===== src/rtl/bin_to_bcd_seq_pkg.sv =====
// Shared constants for the sequential binary-to-BCD converter.
// Provides default widths, double-dabble adjust constants, FSM encodings and
// a helper that returns the largest value representable in a given digit count.
package bin_to_bcd_seq_pkg;

    localparam int unsigned DEF_BIN_W   = 14;
    localparam int unsigned DEF_DIGITS  = 4;
    localparam int unsigned BCD_DIGIT_W = 4;

    localparam logic [BCD_DIGIT_W-1:0] ADJ_THRESH = 4'd5;
    localparam logic [BCD_DIGIT_W-1:0] ADJ_ADD    = 4'd3;

    localparam logic [1:0] ST_IDLE  = 2'd0;
    localparam logic [1:0] ST_SHIFT = 2'd1;
    localparam logic [1:0] ST_OVF   = 2'd2;

    localparam logic [13:0] MAX_VAL_4DIG = 14'd9999;

    // Largest value that fits in 'digits' BCD digits (10^digits - 1).
    function automatic int unsigned bcd_max_val(input int unsigned digits);
        int unsigned r;
        r = 1;
        for (int unsigned i = 0; i < digits; i++) begin
            r = r * 10;
        end
        return r - 1;
    endfunction

endpackage


===== src/rtl/bin_to_bcd_seq_if.sv =====
// Request/result bundle for bin_to_bcd_seq.
//   start, bin                   : requester -> converter
//   busy, done, bcd, overflow    : converter -> requester
// master = requester side, slave = converter side.
interface bin_to_bcd_seq_if
    import bin_to_bcd_seq_pkg::*;
#(
    parameter int unsigned BIN_W  = DEF_BIN_W,
    parameter int unsigned DIGITS = DEF_DIGITS
);
    logic                            start;
    logic [BIN_W-1:0]                bin;
    logic                            busy;
    logic                            done;
    logic [BCD_DIGIT_W*DIGITS-1:0]   bcd;
    logic                            overflow;

    modport master (
        output start, bin,
        input  busy, done, bcd, overflow
    );

    modport slave (
        input  start, bin,
        output busy, done, bcd, overflow
    );
endinterface


===== src/rtl/bcd_digit_adj.sv =====
// Double-dabble digit adjust: adds 3 to a BCD digit that is 5 or more.
//   din    : current BCD digit (never above 9 in normal operation)
//   dout_c : adjusted digit, combinational, 4-bit wrap
module bcd_digit_adj
    import bin_to_bcd_seq_pkg::*;
(
    input  logic [BCD_DIGIT_W-1:0] din,
    output logic [BCD_DIGIT_W-1:0] dout_c
);
    always_comb begin
        dout_c = din;
        if (din >= ADJ_THRESH) begin
            dout_c = din + ADJ_ADD;
        end
    end
endmodule


===== src/rtl/bin_to_bcd_seq.sv =====
// Sequential double-dabble converter: binary in, packed BCD out, one
// adjust+shift step per clock with a start/done handshake.
//   clk, rst : rising-edge clock, asynchronous active-high reset
//   bus      : slave side of bin_to_bcd_seq_if
//              start/bin in; busy, done (1-cycle pulse), bcd, overflow out
// Out-of-range requests skip the shifter and report overflow after one cycle.
module bin_to_bcd_seq
    import bin_to_bcd_seq_pkg::*;
#(
    parameter int unsigned BIN_W  = DEF_BIN_W,
    parameter int unsigned DIGITS = DEF_DIGITS
)
(
    input  logic            clk,
    input  logic            rst,
    bin_to_bcd_seq_if.slave bus
);
    localparam int unsigned BCD_W   = BCD_DIGIT_W * DIGITS;
    localparam int unsigned SR_W    = BCD_W + BIN_W;
    localparam int unsigned CNT_W   = $clog2(BIN_W + 1);
    localparam int unsigned MAX_VAL = bcd_max_val(DIGITS);

    logic [1:0]       state_q, state_d;
    logic [CNT_W-1:0] cnt_q, cnt_d;
    logic [SR_W-1:0]  sreg_q, sreg_d;
    logic [BCD_W-1:0] bcd_q, bcd_d;
    logic             busy_q, busy_d;
    logic             done_q, done_d;
    logic             ovf_q, ovf_d;

    logic [BCD_W-1:0] adj_field;
    logic [SR_W-1:0]  shifted;

    // Per-digit adjust of the BCD field of the shift register.
    for (genvar i = 0; i < DIGITS; i++) begin : g_adj
        bcd_digit_adj u_adj (
            .din    (sreg_q[BIN_W + BCD_DIGIT_W*i +: BCD_DIGIT_W]),
            .dout_c (adj_field[BCD_DIGIT_W*i +: BCD_DIGIT_W])
        );
    end

    // Adjusted BCD field rejoined with the binary tail, then shifted left.
    assign shifted = {adj_field, sreg_q[BIN_W-1:0]} << 1;

    // Next-state and next-output logic.
    always_comb begin
        state_d = state_q;
        cnt_d   = cnt_q;
        sreg_d  = sreg_q;
        bcd_d   = bcd_q;
        ovf_d   = ovf_q;
        done_d  = 1'b0;

        case (state_q)
            ST_IDLE: begin
                if (bus.start) begin
                    if (32'(bus.bin) > MAX_VAL) begin
                        state_d = ST_OVF;
                    end else begin
                        sreg_d  = SR_W'(bus.bin);
                        cnt_d   = CNT_W'(BIN_W);
                        state_d = ST_SHIFT;
                    end
                end
            end
            ST_SHIFT: begin
                sreg_d = shifted;
                cnt_d  = cnt_q - CNT_W'(1);
                // Final step: result is taken straight from the shifted value.
                if (cnt_q == CNT_W'(1)) begin
                    bcd_d   = shifted[SR_W-1 -: BCD_W];
                    ovf_d   = 1'b0;
                    done_d  = 1'b1;
                    state_d = ST_IDLE;
                end
            end
            ST_OVF: begin
                bcd_d   = '0;
                ovf_d   = 1'b1;
                done_d  = 1'b1;
                state_d = ST_IDLE;
            end
            default: begin
                state_d = ST_IDLE;
            end
        endcase

        busy_d = (state_d != ST_IDLE);
    end

    // State and output registers.
    always_ff @(posedge clk or posedge rst) begin
        if (rst) begin
            state_q <= ST_IDLE;
            cnt_q   <= '0;
            sreg_q  <= '0;
            bcd_q   <= '0;
            busy_q  <= 1'b0;
            done_q  <= 1'b0;
            ovf_q   <= 1'b0;
        end else begin
            state_q <= state_d;
            cnt_q   <= cnt_d;
            sreg_q  <= sreg_d;
            bcd_q   <= bcd_d;
            busy_q  <= busy_d;
            done_q  <= done_d;
            ovf_q   <= ovf_d;
        end
    end

    assign bus.busy     = busy_q;
    assign bus.done     = done_q;
    assign bus.bcd      = bcd_q;
    assign bus.overflow = ovf_q;

endmodule


===== src/flat_wrapper.sv =====
// flat-port wrapper written by rule: the top's interface ports become plain ports
module bin_to_bcd_seq_flat import bin_to_bcd_seq_pkg::*;
#(
    parameter int unsigned BIN_W  = DEF_BIN_W,
    parameter int unsigned DIGITS = DEF_DIGITS
)
  (clk, rst, bus_start, bus_bin, bus_busy, bus_done, bus_bcd, bus_overflow);
  bin_to_bcd_seq_if #(.BIN_W(BIN_W), .DIGITS(DIGITS)) bus_i ();
  input  logic clk;
  input  logic rst;
  input wire logic [$bits(bus_i.start)-1:0] bus_start;
  input wire logic [$bits(bus_i.bin)-1:0] bus_bin;
  output wire logic [$bits(bus_i.busy)-1:0] bus_busy;
  output wire logic [$bits(bus_i.done)-1:0] bus_done;
  output wire logic [$bits(bus_i.bcd)-1:0] bus_bcd;
  output wire logic [$bits(bus_i.overflow)-1:0] bus_overflow;
  assign bus_i.start = bus_start;
  assign bus_i.bin = bus_bin;
  assign bus_busy = bus_i.busy;
  assign bus_done = bus_i.done;
  assign bus_bcd = bus_i.bcd;
  assign bus_overflow = bus_i.overflow;
  bin_to_bcd_seq #(.BIN_W(BIN_W), .DIGITS(DIGITS)) u_core (.clk(clk), .rst(rst), .bus(bus_i));
endmodule

===== config.mk =====
export PLATFORM = sky130hd
export DESIGN_NAME = bin_to_bcd_seq_flat
export DESIGN_NICKNAME = d
export VERILOG_FILES = /design/src/rtl/bin_to_bcd_seq_pkg.sv /design/src/rtl/bin_to_bcd_seq_if.sv /design/src/rtl/bcd_digit_adj.sv /design/src/rtl/bin_to_bcd_seq.sv /design/src/flat_wrapper.sv
export SDC_FILE = /design/constraint.sdc
export NUM_CORES = 1
export LEC_CHECK = 0
export ABC_AREA = 1
export BUFFER_PORTS_ARGS = -buffer_cell sky130_fd_sc_hd__buf_4
export CORE_UTILIZATION = 60
export CTS_CLUSTER_DIAMETER = 120
export DETAILED_ROUTE_END_ITERATION = 7
export PLACE_DENSITY = 0.82
export SLEW_MARGIN = 40
export SYNTH_ARGS = -nofsm -noshare
export SYNTH_HDL_FRONTEND = slang
export SYNTH_SLANG_ARGS = --single-unit

===== constraint.sdc =====
create_clock -name clk -period 3.9 [get_ports clk]
set_input_delay 0.195 -clock clk [delete_from_list [all_inputs] [get_ports clk]]
set_output_delay 0.195 -clock clk [all_outputs]
set_load 0.05 [all_outputs]

-- Yosys cells after proc, flatten, opt, wreduce, memory -nomap -nowiden
Cells that the tools add are included.
- register bits: 55
- bits in latches: 0
- memory bits (writable): 0
- memory bits (read-only): 0
- word-level logic and storage cells: 49
- memories: 0
- add/subtract/negate cells: 5
- multipliers: 0
- div/mod/pow operators: 0
- order comparisons: 5
- equality and inequality tests: 6
- shifts and indexed selects: 0
- muxes and demuxes: 20
- bitwise gates (word level): 0
- reduce and logical (&&, ||, !) cells: 6
- operator list (cell ; number):
    $mux 30 ; 2
    $pmux 30 s2 ; 1
    $pmux 16 s2 ; 1
    $mux 4 ; 5
    $ge 4x3->1 const B ; 4
    $mux 16 ; 1
    $gt 14x14->1 const B ; 1
    $add 4x2->4 const B ; 3
    $pmux 4 s2 ; 1
    $mux 2 ; 3
    $reduce_bool 2->1 ; 3
    $eq 4x1->1 const B ; 1
    $ne 2x2->1 const B ; 2
    $pmux 1 s2 ; 2
    $pmux 2 s2 ; 1
    $sub 4x1->4 const B ; 1
    $add 3x2->3 const B ; 1
    $mux 3 ; 1
    $reduce_and 3->1 ; 1
    $eq 2x1->1 const B ; 1
    $eq 2x2->1 const B ; 1
    $logic_not 2->1 ; 1
    $mux 1 ; 2
    $ne 2x1->1 const B ; 1
    $reduce_and 2->1 ; 1

-- Depth between registers and ports, before layout
- depth after elaboration: 5
- gate-level depth with buffers: 10
- mapped depth without buffers: 10

-- Modules after synthesis
Synthesis repeated with hierarchy kept, for this count alone.
- cells, all modules: 384
- area total of the unflattened synthesis: 3158.0 um2
- modules (own cells, without submodules) (module ; instances ; cells an instance ; area an instance (um2) ; sequential area each (um2)):
    bin_to_bcd_seq ; 1 ; 292 ; 2617.5 ; 1376.3
    bcd_digit_adj ; 4 ; 23 ; 135.1 ; 0.0

-- Least setup slack after synthesis
No wires, ideal clock.
- kind: register to register
- from: register u_core.state_q[0]
- to: register u_core.sreg_q[10]
- library setup time: 0.123 ns
- arrival: 1.292 ns
- required time: 3.777 ns
- setup slack: 2.484 ns
- stages on the path, launching flop included: 9
- path buffers: 1
- path through: dfrtp_1 inv_1 ha_1 nor2_1 inv_1 nand3_4 buf_6 nand2_1 o21ai_2
- longest elaborated chain between the ends: 3
- RTL lines (item ; RTL line ; RTL):
    start: declaration ; bin_to_bcd_seq.sv:23 ; logic [1:0] state_q, state_d;
    start signal: assignment ; bin_to_bcd_seq.sv:102 ; state_q <= state_d;
    $logic_not 2->1 or $eq 2x1->1 (tied branches) ; bin_to_bcd_seq.sv:54 ; case (state_q)
    $ne 2x2->1 (no line) or $reduce_bool 2->1 (tied branches) ; - ;
    $reduce_and 3->1 (no line) ; - ;
    end signal: assignment ; bin_to_bcd_seq.sv:104 ; sreg_q <= sreg_d;
    end: declaration ; bin_to_bcd_seq.sv:25 ; logic [SR_W-1:0] sreg_q, sreg_d;
Several ways; a longest one is shown, not always the timed one.
A chain may end at the register's enable or synchronous reset.

-- Final worst setup path
- from: register u_core.state_q[1]
- to: register u_core.sreg_q[13]
Same word-level chain as after synthesis.

==> metrics.md <==
| Metric | Value |
|---|---|
| Hold Fails Final Rpt | `0` |
| Grt ovf | `0` |
| Most instantiated library cell after synthesis | `nand2_1` |
| Tot GR Track Use | `22.8%` |
| Final hold slack | `0.0723 ns` |
| Synthesis-stage register bit count | `55` |
| Worst min-delay path class | `in2async` |
| Slowest CP cell | `nand3_4` |
| Port bufs | `35` |
| Clock transition at path regs | `0.09 ns` |
| Cell taking the most area after synthesis | `dfrtp_1` |
| Wire length per cell | `12.1 um` |
| Ant. Diodes | `0` |
| Die X | `72.5 um` |
| Setup total negative slack | `0 ns` |
| First-pass DRT Iterations | `4` |
| Area of the multi-input gates | `0.00131 mm2` |
| Longest Clk Path Bufs | `2` |
| CP most frequent cell | `inv_1` |
| Worst path cell trace | `inv_1, ha_1, buf_4, nor2_1, inv_1, nand3_4, nand2_1, o21ai_2` |
| Die Ht | `72.5 um` |
| Vias in the first global route | `2104` |
| Prevailing post-synth register cell | `dfrtp_1` |
| Clock skew | `0.00392 ns` |
| Worst-Margin Slew | `0.697 ns` |
| Worst Setup Start Kind | `register` |
| Initial core utilization | `62.7%` |
| Hold-fix buffers at CTS | `0` |
| FF-to-FF End | `u_core.sreg_q[13]` |
| Placement Rows | `25` |
| Commonest cells post-synth | `nand2_1, dfrtp_1, inv_1, o21ai_2, o21ai_0` |
| Placeable Area | `0.00475 mm2` |
| # setup viols final | `0` |
| Worst-Skew Late Latency | `0.31 ns` |
| Synth unique cells | `26` |
| Post-DP HPWL | `3680 um` |
| Max cap viols | `0` |
| RSZ-0062 raised after global routing | `no` |
| Pwr/cell area | `638 mW/mm2` |
| Top cells by area, synth | `dfrtp_1, nand2_1, o21ai_2` |
| Critical path required time | `4.08 ns` |
| Post-Route WL | `5310 um` |
| CTS root buf | `clkbuf_8` |
| Initial DRC count | `151` |
| R2R cell count | `8` |
| Seq/Total Area, Yosys | `46.2%` |
| Mapped Avg Cell Area | `8.84 um2` |
| Kind of critical path | `reg2reg` |
| Final Power | `2.12 mW` |
| Final Cycle Share | `59.2%` |
| RR Startpoint | `u_core.state_q[1]` |
| RD Place Congestion | `0.798` |
| Mapped cell area | `0.00298 mm2` |
| Post-synth top area share | `46.2%` |
| Share of layout cells above drive strength 1 | `22.3%` |
| Final-stage net count | `401` |
| DR vias/cell | `5.07` |
| FF+latch area | `0.00138 mm2` |
| Crit-path max FO | `55` |
| DRC violations left | `0` |
| Die Area | `0.00525 mm2` |
| Reg-to-reg slack, setup | `1.59 ns` |
| Antenna-violating nets left | `0` |
| CP max stage delay | `0.53 ns` |
| # fillers | `402` |
| Tmin final | `2.31 ns` |
| Setup Buffers After CTS | `0` |
| CTS tree | `done` |
| Status | `finished, final reports clean` |
| P&R area growth vs syn | `11.3%` |
| Leak | `1.68 nW` |
| Number of synthesized flops with an enable pin | `0` |
| # IOs | `36` |
| CTS resizes | `0` |
| Synthesis Warnings | `0` |
| Mapped Cells | `337` |
| Max-slew violation count | `0` |
| Syn_nets | `367` |
| Peak VDD IR | `0.446 mV` |
| Max frequency | `433 MHz` |
| CTS Buf Count | `5` |
| H-Tree Depth | `2` |
| Antenna violations before repair | `0` |
| CP Capture Type | `register` |
| Asr flop ratio synth | `100%` |
| Headroom to the max-slew limit | `53.6%` |
| CTS Sinks | `55` |
| Largest net degree at the start of global routing | `56` |
| Global-route wire length before repair | `9250 um` |
| Arrival @ worst endpoint | `2.49 ns` |
| Via count | `2224` |
## layout make-up
type                            instances  share of cell area [%]
Clock buffer                            5                    2.08
Inverter                               48                    5.43
Sequential cell                        55                    41.5
Timing Repair Buffer                   37                    8.38
Clock inverter                          3                   0.453
Tap cell                               67                    2.53
Multi-Input combinational cell        224                    39.6
## cell families (layout without fill, tap and decap cells)
| kind of cell | count (synthesis) | count (layout) | synth area share (%) |
|---|---|---|---|
| AOI/OAI and AO/OA | 54 | 54 | 12.2 |
| xor gates and xnor gates | 6 | 6 | 1.76 |
| adders and majority gates | 13 | 13 | 5.46 |
| buffers and inverters | 58 | 93 | 9.74 |
| DFF | 55 | 55 | 46.2 |
| muxes | 12 | 12 | 4.03 |
| and+or+nand+nor | 139 | 139 | 20.7 |
## flip-flops by register name (all words and copies together) (netlist names)
name                 cells
u_core.bus.overflow      1
u_core.bus.bcd          16
u_core.bus.busy          1
u_core.cnt_q             4
u_core.state_q           2
u_core.bus.done          1
u_core.sreg_q           30
## routing by layer
layer / global-route usage, % / part of all wire [%] / vias to the layer above
met5: 0 / 0 / -
met4: 6.32 / 0.90 / 0
met3: 5.14 / 5.0 / 5
met2: 39.5 / 50 / 50
met1: 28.7 / 44 / 1032
li1: - / - / 1137
## worst max path at each step
stage | from | endpoint | slack [ns] | depth (start not counted)
floorplan | rst | u_core.bus.bcd[0] | 2.36 | 1
global placement | u_core.state_q[1] | u_core.sreg_q[13] | 1.71 | 8
detailed placement | u_core.state_q[1] | u_core.sreg_q[5] | 1.59 | 8
CTS | u_core.state_q[1] | u_core.sreg_q[5] | 1.59 | 8
global route | u_core.state_q[1] | u_core.sreg_q[2] | 1.37 | 8
finish | u_core.state_q[1] | u_core.sreg_q[13] | 1.59 | 8
## worst max-delay path, delay by kind of cell, from the launching register on
kind | cells | cell delay, ns
AO/OA/AOI/OAI | 1 | 0.07
adder cells (fa/ha/maj) | 1 | 0.16
buffers and inverters | 3 | 0.60
flip-flops | 1 | 0.42
AND/OR/NAND/NOR | 3 | 0.91
## stage by stage
step	util, %	std cells	setup slack [ns]	area (um2)
after floorplan	-	337	2.36	2980
after global placement	68.0	431	1.71	3230
after detailed placement	68.0	431	1.59	3230
after CTS	69.7	439	1.59	3320
after global routing	69.7	439	1.37	3320
final	69.7	439	1.59	3320
## cells in the final DEF, fill, tap and decap left out, types with 4 or more instances in the layout
master,n
buf_4,37
clkbuf_8,5
dfrtp_1,55
ha_1,13
inv_1,45
mux2i_1,12
nand2_1,89
nand2_2,5
nand3_1,15
nand3b_1,5
nor2_1,14
o21ai_0,18
o21ai_2,21
o22ai_1,9
or2_2,4
xor2_1,6
## where the power goes
group | switching (mW) | internal [mW] | leakage, nW
clock network | 0.184 | 0.124 | 0.0477
logic | 0.677 | 0.328 | 0.907
registers | 0.0876 | 0.715 | 0.727
total | 0.949 | 1.17 | 1.68
No activity file was read; power rests on OpenSTA's default activity.
